<file path="src/rtl/morph_filter_3x3.sv">
// 3x3 grey-scale morphology (dilate/erode) over a streamed column window.
// Each colour channel is filtered on its own; frame-border pixels pass through unchanged.
module morph_filter_3x3 #(
  parameter int CH_WIDTH   = 8,
  parameter int CHANNELS   = 3,
  parameter int PIC_WIDTH  = 480,
  parameter int PIC_HEIGHT = 272
) (
  input  logic                         clk,
  input  logic                         rst_n,
  input  logic                         valid_in,
  input  logic [CH_WIDTH*CHANNELS-1:0] din_top,
  input  logic [CH_WIDTH*CHANNELS-1:0] din_mid,
  input  logic [CH_WIDTH*CHANNELS-1:0] din_bot,
  input  logic                         mode,
  input  logic                         shape,
  input  logic                         flush,
  output logic [CH_WIDTH*CHANNELS-1:0] dout,
  output logic                         valid_out
);

  localparam int PW = CH_WIDTH * CHANNELS;
  localparam int CW = $clog2(PIC_WIDTH);
  localparam int RW = $clog2(PIC_HEIGHT);
  localparam logic [CW-1:0] COL_LAST = CW'(PIC_WIDTH - 1);
  localparam logic [RW-1:0] ROW_LAST = RW'(PIC_HEIGHT - 1);

  // Index 0 is the newest column (right neighbour), index 2 the oldest (left).
  logic [2:0][PW-1:0] top_q, mid_q, bot_q;
  logic [CW-1:0]      icol_q;
  logic [RW-1:0]      irow_q;
  logic               pending_q;
  logic               emit_q;
  logic               border_q;
  logic [PW-1:0]      dout_q;
  logic               valid_q;

  logic               flush_go;
  logic [CW-1:0]      ocol;
  logic [RW-1:0]      orow;
  logic               border_d;
  logic [7:0][PW-1:0] nbr;
  logic [PW-1:0]      filt;
  logic [CH_WIDTH-1:0] cand, cur;

  // valid_in has priority; a flush with nothing pending is a no-op.
  assign flush_go = flush & ~valid_in & pending_q;

  // Centre of the window is one column behind the column just accepted.
  always_comb begin
    ocol = (icol_q == '0) ? COL_LAST : icol_q - 1'b1;
    if (icol_q != '0)
      orow = irow_q;
    else
      orow = (irow_q == '0) ? ROW_LAST : irow_q - 1'b1;
    border_d = (ocol == '0) || (ocol == COL_LAST) || (orow == '0) || (orow == ROW_LAST);
  end

  // Entries 0..3 form the cross arms; 4..7 are the diagonal corners.
  assign nbr = {top_q[0], top_q[2], bot_q[0], bot_q[2],
                top_q[1], bot_q[1], mid_q[0], mid_q[2]};

  always_comb begin
    // NOTE: every always_comb output gets a default first, otherwise a latch is inferred.
    filt = mid_q[1];
    cand = '0;
    cur  = '0;
    for (int c = 0; c < CHANNELS; c++) begin
      for (int n = 0; n < 8; n++) begin
        if (shape || n < 4) begin
          cand = nbr[n][c*CH_WIDTH +: CH_WIDTH];
          cur  = filt[c*CH_WIDTH +: CH_WIDTH];
          if (mode ? (cand < cur) : (cand > cur))
            filt[c*CH_WIDTH +: CH_WIDTH] = cand;
        end
      end
    end
  end

  always_ff @(posedge clk or negedge rst_n) begin
    if (!rst_n) begin
      // NOTE: the window is a handful of flops, not a RAM, so it is reset with everything else.
      top_q     <= '0;
      mid_q     <= '0;
      bot_q     <= '0;
      icol_q    <= '0;
      irow_q    <= '0;
      pending_q <= 1'b0;
      emit_q    <= 1'b0;
      border_q  <= 1'b0;
      dout_q    <= '0;
      valid_q   <= 1'b0;
    end else begin
      // NOTE: non-blocking assignments so dout is computed from the window before this edge's shift.
      if (valid_in) begin
        top_q     <= {top_q[1:0], din_top};
        mid_q     <= {mid_q[1:0], din_mid};
        bot_q     <= {bot_q[1:0], din_bot};
        pending_q <= 1'b1;
        emit_q    <= pending_q;
        border_q  <= border_d;
        if (icol_q == COL_LAST) begin
          icol_q <= '0;
          irow_q <= (irow_q == ROW_LAST) ? '0 : irow_q + 1'b1;
        end else begin
          icol_q <= icol_q + 1'b1;
        end
      end else if (flush_go) begin
        top_q     <= {top_q[1:0], {PW{1'b0}}};
        mid_q     <= {mid_q[1:0], {PW{1'b0}}};
        bot_q     <= {bot_q[1:0], {PW{1'b0}}};
        pending_q <= 1'b0;
        emit_q    <= 1'b1;
        border_q  <= border_d;
        icol_q    <= '0;
        irow_q    <= '0;
      end else begin
        emit_q <= 1'b0;
      end

      if (emit_q)
        dout_q <= border_q ? mid_q[1] : filt;
      valid_q <= emit_q;
    end
  end

  assign dout      = dout_q;
  assign valid_out = valid_q;

endmodule

</file>
<file path="config.mk">
export PLATFORM = sky130hd
export DESIGN_NAME = morph_filter_3x3
export DESIGN_NICKNAME = d
export VERILOG_FILES = /design/src/rtl/morph_filter_3x3.sv
export SDC_FILE = /design/constraint.sdc
export NUM_CORES = 1
export LEC_CHECK = 0
export BUFFER_PORTS_ARGS = -buffer_cell sky130_fd_sc_hd__buf_2
export CAP_MARGIN = 20
export CORE_ASPECT_RATIO = 1.1
export CORE_MARGIN = 3
export CORE_UTILIZATION = 55
export CTS_CLUSTER_DIAMETER = 30
export DETAILED_ROUTE_END_ITERATION = 10
export PLACE_DENSITY = 0.71
export SYNTH_ARGS = -nofsm -noshare
export SYNTH_HDL_FRONTEND = slang
export SYNTH_SLANG_ARGS = --single-unit
</file>
<file path="constraint.sdc">
create_clock -name clk -period 40.6 [get_ports clk]
set_clock_uncertainty 0.15 [all_clocks]
set_input_delay 8.12 -clock clk [delete_from_list [all_inputs] [get_ports clk]]
set_output_delay 8.12 -clock clk [all_outputs]
set_load 0.02 [all_outputs]
</file>
* Yosys cells after proc, flatten, opt, wreduce, memory -nomap -nowiden
Index checks and enable logic that the tools add are counted.
** Storage, ports and cells
- Register bits :: 262
- Latch bits :: 0
- Memory bits (writable) :: 0
- Memory bits (read-only) :: 0
- Input port bits :: 78
- Output and inout bits :: 25
- Word-level logic and storage cells :: 168
- Memories :: 0
** Cells by class
- Add/sub/neg operators :: 4
- Multipliers :: 0
- Div/mod/pow operators :: 0
- Magnitude comparators :: 48
- Equal/unequal tests :: 5
- Shift-type cells :: 0
- Mux-type cells :: 82
- Bitwise logic cells :: 3
- Reduce and logical (&&, ||, !) cells :: 10
** Operators with widths (number)
- $mux 72 :: 6
- $mux 8 :: 36
- $gt 8x8->1 :: 24
- $lt 8x8->1 :: 24
- $mux 9 :: 9
- $eq 9x9->1 const B :: 4
- $logic_not 9->1 :: 4
- $mux 1 :: 30
- $mux 24 :: 1
- $add 9x1->9 const B :: 2
- $sub 9x1->9 const B :: 2
- $reduce_bool 9->1 :: 1
- $logic_or 1x1->1 :: 3
- $and 1x1->1 :: 2
- $ne 2x1->1 const B :: 1
- $reduce_and 2->1 :: 1
- $reduce_bool 2->1 :: 1
- $not 1->1 :: 1

* Logic depth before layout (Yosys ltp)
Gate-level depths: netlist (run 1).
- Depth in word-level cells :: 29
- Depth in mapped cells :: 99
- Depth with buffers taken out :: 92

* Least setup slack after synthesis (run 1)
OpenSTA, ideal clock, no wires.
- Path kind :: in2reg
- Start :: input mode
- End :: register dout_q[0] (netlist: dout[0])
- Data arrival time :: 23.796 ns
- Required time :: 40.321 ns
- Slack :: 16.524 ns
- Stages :: 88
- Path buffers :: 8
- Cell sequence :: buf_2 -> or3_1 -> o211ai_2 -> clkbuf_1 -> nor2_1 -> a21oi_1 -> ha_1 -> a21oi_1 -> nor2b_1 -> o21ai_0 -> nand2b_1 -> a21o_1 -> clkbuf_1 -> a21o_1 -> clkbuf_1 -> o21ai_0 -> clkbuf_1 -> nand2_1 -> [52 not listed] -> and3_1 -> and4_1 -> mux2i_1 -> nand2_1 -> nor2_4 -> mux2_2 -> ha_1 -> nor2b_1 -> o21ai_0 -> nand2b_1 -> a21oi_1 -> o21ai_0 -> mux2_2 -> nor2_1 -> nor2_1 -> clkbuf_1 -> o211ai_1 -> nand3_1
** On the way
- Word-level cells in the longest chain between the ends :: 28
- Elaborated cells between the ends (all ways) :: 35
- Those cells by class :: order compare (14); mux (21)
** RTL lines
- start: declaration :: line 15 : input logic mode,
- $mux 1 :: line 73 : if (mode ? (cand < cur) : (cand > cur))
- $mux 8 :: line 73
- $gt 8x8->1 or $lt 8x8->1 (tied branches) :: line 73
- $mux 1 :: line 73
- $mux 8 :: line 73
- $gt 8x8->1 or $lt 8x8->1 (tied branches) :: line 73
- $mux 1 :: line 73
- $mux 8 :: line 73
- [12 not listed]
- $mux 1 :: line 73
- $mux 8 :: line 73
- $mux 8 :: line 70 : if (shape || n < 4) begin
- $gt 8x8->1 or $lt 8x8->1 (tied branches) :: line 73
- $mux 1 :: line 73
- $mux 8 :: line 73
- $mux 8 * :: line 70
- $mux 24 * :: line 122 : dout_q <= border_q ? mid_q[1] : filt;
- end signal: assignment :: line 122
- end: declaration :: line 35 : logic [PW-1:0] dout_q;
Every way passes the cells marked *; elsewhere a longest branch is shown, timed or not.
A chain may end at the register's enable or synchronous reset.

* Worst setup path after layout (run 1)
- Start :: input mode
- End :: register dout_q[7] (netlist: dout[7])
Same word-level chain as after synthesis.

==> flow_summary.yaml, run 1 <==
power_and_ir_drop:
  cellInternalPower_w: 0.00105
  power.density_nw_per_um2: 78.8
  power.switching_w: 0.000758
  comb_power_share: 0.499
  peakVddDrop_v: 0.0000514
  seqPwrFrac: 0.192
  p_leak_nw: 10.4
  clkPwrFrac: 0.308
  swShare: 0.419
logic_synthesis:
  synth.largest_area_cell: "dfrtp_1"
  yosys_warnings: 0
  ys_ff_latch: 262
  synth.area.top_cells: "dfrtp_1 33%, ha_1 10%, mux2_2 7.5%, o21ai_0 5.5%, nand2_1 4.5%"
  syn_nets: 2474
  synth_area_um2: 19700
  synth.most_common_cell: "dfrtp_1"
  synth_cell_type_count: 98
  synth_top_area_share: 0.333
  synth-main-ff-cell: "dfrtp_1"
  synth_seq_area_share: 0.333
  syn_avg_cell_area_um2: 8.84
  synth_edf_count: 0
  synth_cells: 2231
  async_flop_share: 1.00
  yosys-top-cells-count: "262 x dfrtp_1, 238 x nand2_1, 218 x o21ai_0, 165 x ha_1, 165 x inv_1"
critical_path:
  setup.worst_path.class: "in2reg"
  crit_arrival_ns: 27.09
  required_ns: 40.89
  r2r_slack_ns: 20.54
  cp_num_buf_inv: 6
  start_kind: "input pin"
  cp_slowest_cell: "o21ai_0"
  crit_path_frequent_cell: "nand2_1"
  cp_slowest_stage_delay_ns: 0.86
  end_kind: "register"
  critPathTopFamily: "compound AO/OA/AOI/OAI gates"
  worstPathMaxFanout: 29
timing:
  fin_crit_ns: 26.80
  finalCritPeriodShare: 0.660
  rsz0062_at_grt: "no"
  fin_ws_ns: 13.80
  max_slew_margin: 0.292
  fmax_mhz: 37.3
  drv_slew: 0
  final.setup.tns_ns: 0
  setup_viol: 0
  timing.final.hold_violations: 0
  tightest_slew_ns: 1.05
clocking:
  clk_pin_slew_ns: 0.04
  clock_path_buffers: 3
  worst_skew_pair.late_latency_ns: 0.58
  hold_buffers: 0
  cts_buffers: 68
  clock_sinks: 262
  htree_num_levels: 3
  post_cts_buffers: 0
  root_buffer: "clkbuf_16"
  cts_tree: "done"
  post_cts_resized: 0
final_layout:
  drive_above_1_share: 0.174
  diodes: 0
  nets: 2546
  fin_cells: 2838
  area_delta_synth_final_pct: 16.3
global_route:
  track_usage: 0.287
  antenna_found_initial: 0
  grt_pass1_wl_mm: 89.6
  grt_max_degree: 200
  grt_pass1_vias: 17600
  overflow: 0
route:
  avgViaCountPerCell: 6.23
  first_pass_iters: 5
  vias: 17700
  post_drt_wl_per_cell_um: 19.5
  drc: 0
  first_iter_violations: 1306
  drt_wl_total_mm: 55.4
  ant_nets: 0
floorplan:
  dieArea_um2: 38200
  initial_utilization: 0.560
  rows: 72
  die_w_um: 187
  coreArea_um2: 35200
  die_h_um: 205
  ios: 103
flow_run:
  maxCapViolCount: 0
place:
  place_congestion: 0.926
  dp_cells: 2714
  dpl.hpwl_mm: 39.3
  dpl_worst_slack_ns: 13.66
  portBuffers: 102
min_path:
  hp-class: "reg2reg"
run_status:
  status: "finished, final reports clean"
## power by group through the flow
| stage | Combinational (W) | Sequential, W | Clock, W |
|---|---|---|---|
| after floorplan | 0.000677 | 0.000340 | 0 |
| after global placement | 0.000854 | 0.000348 | 0 |
| after detailed placement | 0.000881 | 0.000349 | 0 |
| after CTS | 0.000891 | 0.000346 | 0.000565 |
| after global routing | 0.00101 | 0.000352 | 0.000581 |
| final | 0.000902 | 0.000347 | 0.000557 |
## layer usage
layer / up-vias / GRT usage / part of all wire
met5: - / 0 / 0
met4: 0 / 0.125 / 0.035
met3: 128 / 0.0435 / 0.057
met2: 583 / 0.501 / 0.48
met1: 8571 / 0.355 / 0.42
li1: 8396 / - / -
## cells by family after synthesis
family,synth area share
multiplexers,0.105
adder cells (fa/ha/maj),0.108
AND/OR/NAND/NOR,0.155
AO/OA/AOI/OAI,0.233
buffers and inverters,0.0540
flip-flops,0.333
XOR/XNOR,0.0120
## cells in the final DEF, fill, tap and decap left out, drive strengths merged, types with 16 or more instances in the layout
cell,n
ha,165
o21ai,233
buf,114
a211oi,32
o211ai,27
a21o,38
clkbuf,92
xnor2,19
nand2,238
nand4,33
nor3,41
and3,28
mux2,139
nor2,99
a31oi,16
dfrtp,262
nand2b,24
a22o,91
nand3,50
mux2i,48
a21oi,111
nor2b,23
inv,172
## final cells by class
cell class / instances / area, um2
inverter: 169 / 634
clock buffer: 92 / 2000
timing repair buffer: 114 / 623
tap: 481 / 602
sequential: 262 / 6560
clock inverter: 32 / 400
multi-input combinational: 1688 / 12100
fill: 2943 / 12300
## worst register-to-register path, delay by kind of cell, from the launching register on
kind                       cells  cell delay (ns)
AOI/OAI and AO/OA             32             8.94
adders and majority gates      9             2.45
buffers and inverters          6             0.70
DFF                            1             0.41
muxes                         10             3.61
and+or+nand+nor               23             3.66
## final timing paths
path / start / endpoint / cells after the start
min in group asynchronous: rst_n / mid_q[45] / 1
max in group asynchronous: rst_n / emit_q / 2
hold / removal: bot_q[24] / bot_q[24] / 2
setup reg to reg: mid_q[25] / dout[7] / 80
setup / recovery: mode / dout[7] / 76
hold reg to reg: bot_q[24] / bot_q[24] / 2
## state kept, by name, indices dropped and copies added (netlist names)
name       cells
icol_q         9
nbr           72
bot_q         72
dout          24
valid_out      1
irow_q         9
pending_q      1
mid_q         72
emit_q         1
border_q       1
## stage by stage
step,hold slack [ns],power [W],util,cell area [um2]
after floorplan,0.258,0.00102,-,19700
after global placement,0.317,0.00120,0.582,20500
after detailed placement,0.325,0.00123,0.583,20500
after CTS,0.336,0.00180,0.651,22900
after global routing,0.356,0.00194,0.651,22900
final,0.329,0.00181,0.651,22900
(Power assumes the default switching activity.)
==> run 2, diff against run 1 <==
- PLACE_DENSITY: 0.71 -> 0.74
- clock period: 40.6 -> 21.6 ns (I/O delays scaled with it)
==> run 2 against run 1 <==
Die area unchanged. Core utilization increased by 0.80 points. Global-route usage rose by 0.28 points. Hold slack improved by 0.011 ns. Clock power increased by 89%. Via count about the same. Highest routed layer unchanged. Combinational power is 94% higher. Critical path type unchanged. Sequential power up 88%. Sequential share of layout area is 0.35 points lower.
==> flow_summary.yaml, run 2 (synthesis gave the netlist of run 1 again) <==
final_layout:
  nets: 2566
  fillCellCount: 2828
  final_cell_mix: "262 x dfrtp_1, 235 x nand2_1, 213 x o21ai_0, 165 x inv_1, 165 x ha_1"
  drive_above_1_share: 0.186
  register_area_um2: 6560
  fin_cells: 2856
  diodes: 0
  final_common_cell: "dfrtp_1"
  area_delta_synth_final_pct: 17.7
  multi_input_area_um2: 12200
power_and_ir_drop:
  swShare: 0.418
  power.switching_w: 0.00144
  comb_power_share: 0.507
  cellInternalPower_w: 0.00201
  clkPwrFrac: 0.304
  peakVddDrop_v: 0.0000974
  seqPwrFrac: 0.189
  p_leak_nw: 10.6
  power.density_nw_per_um2: 149
timing:
  setup_viol: 0
  timing.final.hold_violations: 0
  rsz0062_at_grt: "no"
  drv_slew: 0
  fin_crit_ns: 20.52
  fmax_mhz: 48.7
  tightest_slew_ns: 1.02
  final.setup.tns_ns: 0
  finalCritPeriodShare: 0.950
  max_slew_margin: 0.305
floorplan:
  rows: 72
  ios: 103
  die_h_um: 205
  initial_utilization: 0.560
  coreArea_um2: 35200
  dieArea_um2: 38200
  die_w_um: 187
global_route:
  antenna_found_initial: 1
  overflow: 0
  grt_max_degree: 230
  grt_pass1_wl_mm: 90.8
  track_usage: 0.290
  grt_pass1_vias: 17500
place:
  portBuffers: 102
  dpl.hpwl_mm: 39.6
  place_congestion: 0.934
  dp_cells: 2724
clocking:
  htree_num_levels: 3
  clock_path_buffers: 3
  cts_buffers: 69
  worst_skew_pair.late_latency_ns: 0.57
  clock_sinks: 262
  root_buffer: "clkbuf_16"
  clk_pin_slew_ns: 0.04
  cts_tree: "done"
critical_path:
  required_ns: 21.96
  setup.worst_path.class: "in2reg"
  end_kind: "register"
  worstPathMaxFanout: 17
  cp_slowest_stage_delay_ns: 0.42
  crit_arrival_ns: 20.88
  start_kind: "input pin"
  cp_slowest_cell: "o311a_1"
route:
  vias: 17700
  post_drt_wl_per_cell_um: 19.4
  drc: 0
  ant_nets: 0
  drt_wl_total_mm: 55.4
  avgViaCountPerCell: 6.20
  first_iter_violations: 1333
  first_pass_iters: 6
run_status:
  status: "finished, final reports clean"
flow_run:
  maxCapViolCount: 0
min_path:
  hp-class: "reg2reg"
==> run 2: power groups by stage <==
stage	sequential (W)	combinational (W)	clock, W
after floorplan	0.000640	0.00127	0
after global placement	0.000655	0.00161	0
after detailed placement	0.000656	0.00167	0
after CTS	0.000651	0.00169	0.00107
after global routing	0.000662	0.00196	0.00109
final	0.000654	0.00175	0.00105
==> run 2: stage by stage <==
stage | setup slack [ns] | utilization | power (W) | hold WS [ns] | cell area (um2)
global placement | -0.275 | 0.585 | 0.00226 | 0.317 | 20600
floorplan | 1.32 | - | 0.00191 | 0.258 | 19700
global route | 0.0157 | 0.659 | 0.00371 | 0.364 | 23200
finish | 1.08 | 0.659 | 0.00346 | 0.340 | 23200
CTS | 0.0171 | 0.653 | 0.00341 | 0.345 | 23000
detailed placement | -0.669 | 0.585 | 0.00232 | 0.334 | 20600
==> run 2: worst paths after layout <==
kind,from,slack [ns],cells past startpoint,endpoint
min reg2reg,bot_q[24],0.34,2,bot_q[24]
max reg2reg,mid_q[25],3.92,92,dout[6]
max,mode,1.08,76,dout[8]
min in group asynchronous,rst_n,3.62,1,mid_q[71]
max in group asynchronous,rst_n,16.30,2,bot_q[51]
min,bot_q[24],0.34,2,bot_q[24]
==> run 2: area by class of cell <==
cell class,instances,area share
flip-flops and latches,262,0.282
inverters,169,0.0274
clock buffers,86,0.0815
clock inverters,37,0.0215
well taps,481,0.0259
repair buffers,133,0.0346
multi-input cells,1688,0.527
==> run 2: routing by layer <==
| layer | vias to the layer above | global-route usage | wire, um |
|---|---|---|---|
| li1 | 8447 | - | - |
| met1 | 8460 | 0.374 | 23900 |
| met2 | 622 | 0.479 | 25800 |
| met3 | 164 | 0.0512 | 3470 |
| met4 | 0 | 0.133 | 2290 |
| met5 | - | 0 | 0 |
==> run 2: critical path, delay by kind of cell <==
kind / cells / cell delay (ns)
AOI/OAI and AO/OA: 37 / 7.67
adders and majority gates: 8 / 2.35
muxes: 7 / 2.00
and+or+nand+nor: 16 / 3.30
buffers and inverters: 8 / 1.21
==> run 2: timing repair <==
action,CTS,global route
hold buffers,0,0
resized for setup,1,35
setup endpoints to repair,8,24
buffers inserted,0,8
pin swaps,0,3
